<file path="config.mk">
export PLATFORM = sky130hd
export DESIGN_NAME = exc_commit_ctrl
export DESIGN_NICKNAME = d
export VERILOG_FILES = /design/src/rtl/exc_commit_ctrl.sv
export SDC_FILE = /design/constraint.sdc
export NUM_CORES = 1
export LEC_CHECK = 0
export ABC_AREA = 1
export BUFFER_PORTS_ARGS = -buffer_cell sky130_fd_sc_hd__buf_4
export CELL_PAD_IN_SITES_DETAIL_PLACEMENT = 0
export CELL_PAD_IN_SITES_GLOBAL_PLACEMENT = 2
export CORE_AREA = 2 2 136 138
export DETAILED_ROUTE_END_ITERATION = 6
export DIE_AREA = 0 0 138 140
export PLACE_DENSITY = 0.72
export SLEW_MARGIN = 15
export SYNTH_ARGS = -nofsm -noshare
export SYNTH_HDL_FRONTEND = slang
export SYNTH_SLANG_ARGS = --single-unit
</file>
<file path="constraint.sdc">
create_clock -name clk -period 1.32 [get_ports clk]
set_input_delay 0.264 -clock clk [delete_from_list [all_inputs] [get_ports clk]]
set_output_delay 0.264 -clock clk [all_outputs]
set_load 0.02 [all_outputs]
</file>
<file path="src/rtl/exc_commit_ctrl.sv">
// Commit-stage trap/ERTN sequencer: picks the winning cause at WB, strobes the CSR file,
// flushes the pipe and hands the redirect target to fetch over valid/ready.
module exc_commit_ctrl #(
  parameter int unsigned EXC_CNT_W = 16
) (
  input  logic                 clk,
  input  logic                 resetn,
  input  logic                 wb_valid,
  input  logic [31:0]          wb_pc,
  input  logic [4:0]           wb_exc,
  input  logic                 wb_ertn,
  input  logic                 has_int,
  input  logic [31:0]          csr_eentry_pc,
  input  logic [31:0]          csr_eertn_pc,
  input  logic                 redirect_ready,
  output logic                 wb_ready,
  output logic                 wb_commit,
  output logic [5:0]           csr_exc,
  output logic                 csr_ertn_flush,
  output logic [31:0]          csr_wb_pc,
  output logic                 pipe_flush,
  output logic                 redirect_valid,
  output logic [31:0]          redirect_pc,
  output logic [EXC_CNT_W-1:0] exc_count
);

  localparam int unsigned PC_W    = 32;
  localparam int unsigned CAUSE_W = 6;

  // wb_exc bit positions
  localparam int unsigned E_ADEF = 4;
  localparam int unsigned E_ALE  = 3;
  localparam int unsigned E_BRK  = 2;
  localparam int unsigned E_INE  = 1;
  localparam int unsigned E_SYS  = 0;

  typedef enum logic [1:0] {
    S_IDLE,
    S_FLUSH,
    S_REDIR
  } state_t;

  state_t               state_q;
  state_t               state_d;
  logic                 int_req_q;
  logic [CAUSE_W-1:0]   cause_q;
  logic                 ertn_q;
  logic [PC_W-1:0]      pc_q;
  logic [PC_W-1:0]      tgt_q;
  logic [EXC_CNT_W-1:0] cnt_q;

  logic                 trig_c;
  logic                 is_ertn_c;
  logic [CAUSE_W-1:0]   cause_c;

  // Trigger is only meaningful while idle; cause order is INT, ADEF, INE, BRK, SYS, ALE.
  always_comb begin
    cause_c   = '0;
    trig_c    = (state_q == S_IDLE) & wb_valid & (int_req_q | (|wb_exc) | wb_ertn);
    is_ertn_c = wb_ertn & ~int_req_q & ~(|wb_exc);
    if (int_req_q)           cause_c = 6'b100000;
    else if (wb_exc[E_ADEF]) cause_c = 6'b010000;
    else if (wb_exc[E_INE])  cause_c = 6'b000010;
    else if (wb_exc[E_BRK])  cause_c = 6'b000100;
    else if (wb_exc[E_SYS])  cause_c = 6'b000001;
    else if (wb_exc[E_ALE])  cause_c = 6'b001000;
  end

  // State register
  always_ff @(posedge clk) begin
    if (!resetn) state_q <= S_IDLE;
    else         state_q <= state_d;
  end

  // Next state and handshake/strobe outputs
  always_comb begin
    state_d        = state_q;
    wb_ready       = 1'b0;
    wb_commit      = 1'b0;
    csr_exc        = '0;
    csr_ertn_flush = 1'b0;
    pipe_flush     = 1'b0;
    redirect_valid = 1'b0;
    case (state_q)
      S_IDLE: begin
        wb_ready  = 1'b1;
        wb_commit = wb_valid & ~trig_c;
        if (trig_c) state_d = S_FLUSH;
      end
      S_FLUSH: begin
        // A reset landing on this cycle must not let the CSR file record a trap.
        csr_exc        = (resetn && !ertn_q) ? cause_q : '0;
        csr_ertn_flush = resetn & ertn_q;
        pipe_flush     = 1'b1;
        state_d        = S_REDIR;
      end
      S_REDIR: begin
        redirect_valid = 1'b1;
        pipe_flush     = 1'b1;
        if (redirect_ready) state_d = S_IDLE;
      end
      default: state_d = S_IDLE;
    endcase
  end

  // Captured trap context, interrupt sampler and statistics
  always_ff @(posedge clk) begin
    if (!resetn) begin
      int_req_q <= 1'b0;
      cause_q   <= '0;
      ertn_q    <= 1'b0;
      pc_q      <= '0;
      tgt_q     <= '0;
      cnt_q     <= '0;
    end else begin
      int_req_q <= (trig_c && int_req_q) ? 1'b0 : has_int;
      if (trig_c) begin
        cause_q <= cause_c;
        ertn_q  <= is_ertn_c;
        pc_q    <= wb_pc;
      end
      // ERA is read here, before the CSR update at the end of this cycle overwrites it.
      if (state_q == S_FLUSH) begin
        tgt_q <= ertn_q ? csr_eertn_pc : csr_eentry_pc;
        if (!ertn_q) cnt_q <= cnt_q + EXC_CNT_W'(1);
      end
    end
  end

  assign csr_wb_pc   = pc_q;
  assign redirect_pc = tgt_q;
  assign exc_count   = cnt_q;

endmodule

</file>
==> flow_metrics.py <==
metrics = {
    "cts": {
        "clock_sinks": 90,
        "ctsHoldBuffers": 0,
        "htree_levels": 3,
        "insertion_delay_ns": 0.34,
        "clockBufferDepth": 2,
        "cts_tree": "built",
        "clk_pin_slew_worst_paths_ns": 0.07,
        "cts_buffers": 9,
        "cts_root_buffer": "clkbuf_16",
    },
    "routing": {
        "wirelength_um": 14400,
        "ant_nets": 0,
        "met2_wirelength_um": 6800,
        "drt_iter0_markers": 95,
        "wire_per_inst_um": 15.1,
        "dr_wl_met3_um": 1250,
        "wl_met1_um": 6120,
        "vias": 4127,
        "first_pass_iters": 4,
        "route.detailed.drc": 0,
        "top_layer": "met4",
        "viasPerCell": 4.35,
    },
    "hold_path": {
        "min_path_type": "in2reg",
    },
    "status": {
        "outcome": "finished, violations left",
        "violations": "negative setup slack",
    },
    "cells_and_area": {
        "drive_gt1_share_pct": 60.3,
        "insertedDiodeCount": 0,
        "nets": 827,
        "area_delta_synth_final_pct": 92.5,
    },
    "place": {
        "dp_hpwl_um": 9850,
        "pre_cts_slack_ns": -0.238,
        "place_congestion": 0.797,
        "port_buffers": 197,
    },
    "synthesis": {
        "synth_ff_type": "dfxtp_1",
        "ys_seq_area_share_pct": 46.8,
        "synth_edf_count": 0,
        "synth_area_um2": 3850,
        "synth_top_cell_area_share_pct": 46.8,
        "syn-num-nets": 582,
        "synth_seq_cells": 90,
        "ys_types": 29,
        "netlist_top_cells_count": "nor2_1, dfxtp_1, nand2_1",
        "synth_area_leader_cell": "dfxtp_1",
        "synth_cells": 470,
        "synth.avg_cell_area_um2": 8.19,
        "synth.most_common_cell": "nor2_1",
        "yosysWarnings": 0,
        "async_flop_share_pct": 0,
        "ys_top_cells_by_area": "dfxtp_1, nor2_1, o221ai_1",
    },
    "global_route": {
        "grt_antenna_before_repair": 0,
        "grt_pass1_vias": 4137,
        "grt-ovfl-total": 0,
        "grt_max_degree": 33,
        "grt_pass1_wl_um": 21600,
        "grtUsageTotal_pct": 13.8,
    },
    "die": {
        "die_area_um2": 19300,
        "pin_count": 198,
        "initial_utilization_pct": 21.7,
        "die_height_um": 140,
        "rows": 49,
        "die_x_um": 138,
        "design.core.area_um2": 17800,
    },
    "timing": {
        "maxSlewViolCount": 0,
        "hold_viol": 0,
        "rsz0062_at_grt": "true",
        "worst_pin_slew_ns": 0.538,
        "period_share_pct": 123,
        "finalWorstSetupSlack_ns": -0.309,
        "maxSlewHeadroom_pct": 64.1,
        "whs_ns": 0.141,
        "setup_viol": 101,
        "max_freq_ghz": 0.614,
        "period_minus_slack_ns": 1.63,
        "clock_skew_ns": 0.00576,
    },
    "critical_path": {
        "endpoint_kind": "register",
        "critPathMaxStageDelay_ns": 0.33,
        "slowest_stage": "dfxtp_2",
        "crit_type": "reg2reg",
        "crit_required_ns": 1.55,
        "crit_chain": "inv_2 -> buf_6 -> ha_4 -> nand2_4 -> buf_6 -> inv_8 -> nand2_8 -> nand2_8 -> clkinv_8 -> clkbuf_16 -> nand2_4 -> a21oi_2",
        "start_kind": "register",
        "cp_max_fo": 7,
        "arrival_ns": 1.86,
    },
    "power": {
        "p_per_area_nw_per_um2": 1970,
        "ir_drop_mv": 0.925,
        "cellLeakagePower_uw": 0.00334,
    },
    "flow_run": {
        "drv_cap": 0,
    },
}
==> state kept, by name, summed over array words and instances (netlist names) <==
signal,flops
csr_wb_pc,32
redirect_pc,32
exc_count,16
cause_q,6
state_q,2
ertn_q,1
int_req_q,1
==> per-stage QoR <==
stage | cells | TNS (ns) | instance area (µm²) | total power, µW | util, %
after floorplan | 470 | -1.45 | 4040 | 7060 | -
after global placement | 909 | -10.82 | 6010 | 9180 | 33.8
after detailed placement | 909 | -14.99 | 6010 | 9260 | 33.8
after CTS | 931 | -17.08 | 6700 | 13100 | 37.7
after global routing | 949 | -30.01 | 7410 | 15400 | 41.7
final | 949 | -22.34 | 7410 | 14600 | 41.7
==> path summary, 6_finish.rpt <==
path,cells after the start,start,to,slack [ns]
setup reg to reg,12,state_q[1],csr_wb_pc[26],-0.31
hold reg to reg,1,exc_count[3],exc_count[3],0.47
setup / recovery,12,state_q[1],csr_wb_pc[26],-0.31
hold / removal,3,csr_eertn_pc[19],redirect_pc[19],0.14
==> worst max-delay path: cells and delay by family, from the launching register on <==
| kind | cells | cell delay, ns |
|---|---|---|
| buf+inv | 6 | 0.68 |
| simple gates | 4 | 0.33 |
| flops | 1 | 0.33 |
| fa+ha+maj | 1 | 0.13 |
| compound gates | 1 | 0.04 |
==> cell usage in the layout, fill, tap and decap left out, drive strengths merged <==
cell      instances
nand4             5
nand3            14
nor2             96
o21ai            12
buf             258
ha                5
clkbuf           15
bufinv            2
o221ai           32
clkinv            4
a31oi             1
clkinvlp          2
xor2              2
dfxtp            90
nand3b            1
nor3b             1
nor3              6
inv              25
a21oi            46
nand2           103
==> cells by family (layout without fill, tap and decap cells) <==
kind of cell               count (synthesis)  count (layout)  share of synthesized area (%)
adders and majority gates                  5               5                           1.62
DFF                                       90              90                           46.8
xor gates and xnor gates                   2               2                          0.455
and+or+nand+nor                          226             226                           25.9
AOI/OAI and AO/OA                         91              91                           17.8
buffers and inverters                     56             306                           7.41
==> report_power, final <==
group / internal (µW) / switching [µW] / leakage, µW
combinational: 3860 / 3960 / 0.00244
clock: 1720 / 1170 / 0.000159
sequential: 3380 / 550 / 0.000741
total: 8960 / 5680 / 0.00334
==> metal layers <==
layer  global-route usage (%)  vias to the layer above
met2                     22.8                      154
met5                        0                        -
met4                     4.35                        0
met3                     5.47                       13
met1                     16.5                     1890
li1                         -                     2070
==> cell type report <==
class	count	area [µm²]
inverters	27	128
flip-flops and latches	90	1810
repair buffers	263	2340
clock inverters	6	90.1
multi-input cells	324	2520
fillers	1811	10400
well taps	229	287
clock buffers	10	239
==> timing repair <==
action / in CTS / in global routing
setup buffers: 4 / 15
setup endpoints to repair: 98 / 100
gates cloned: 2 / 6
pin swaps: 7 / 19
gates resized for setup: 64 / 97
(Power assumes the default switching activity.)
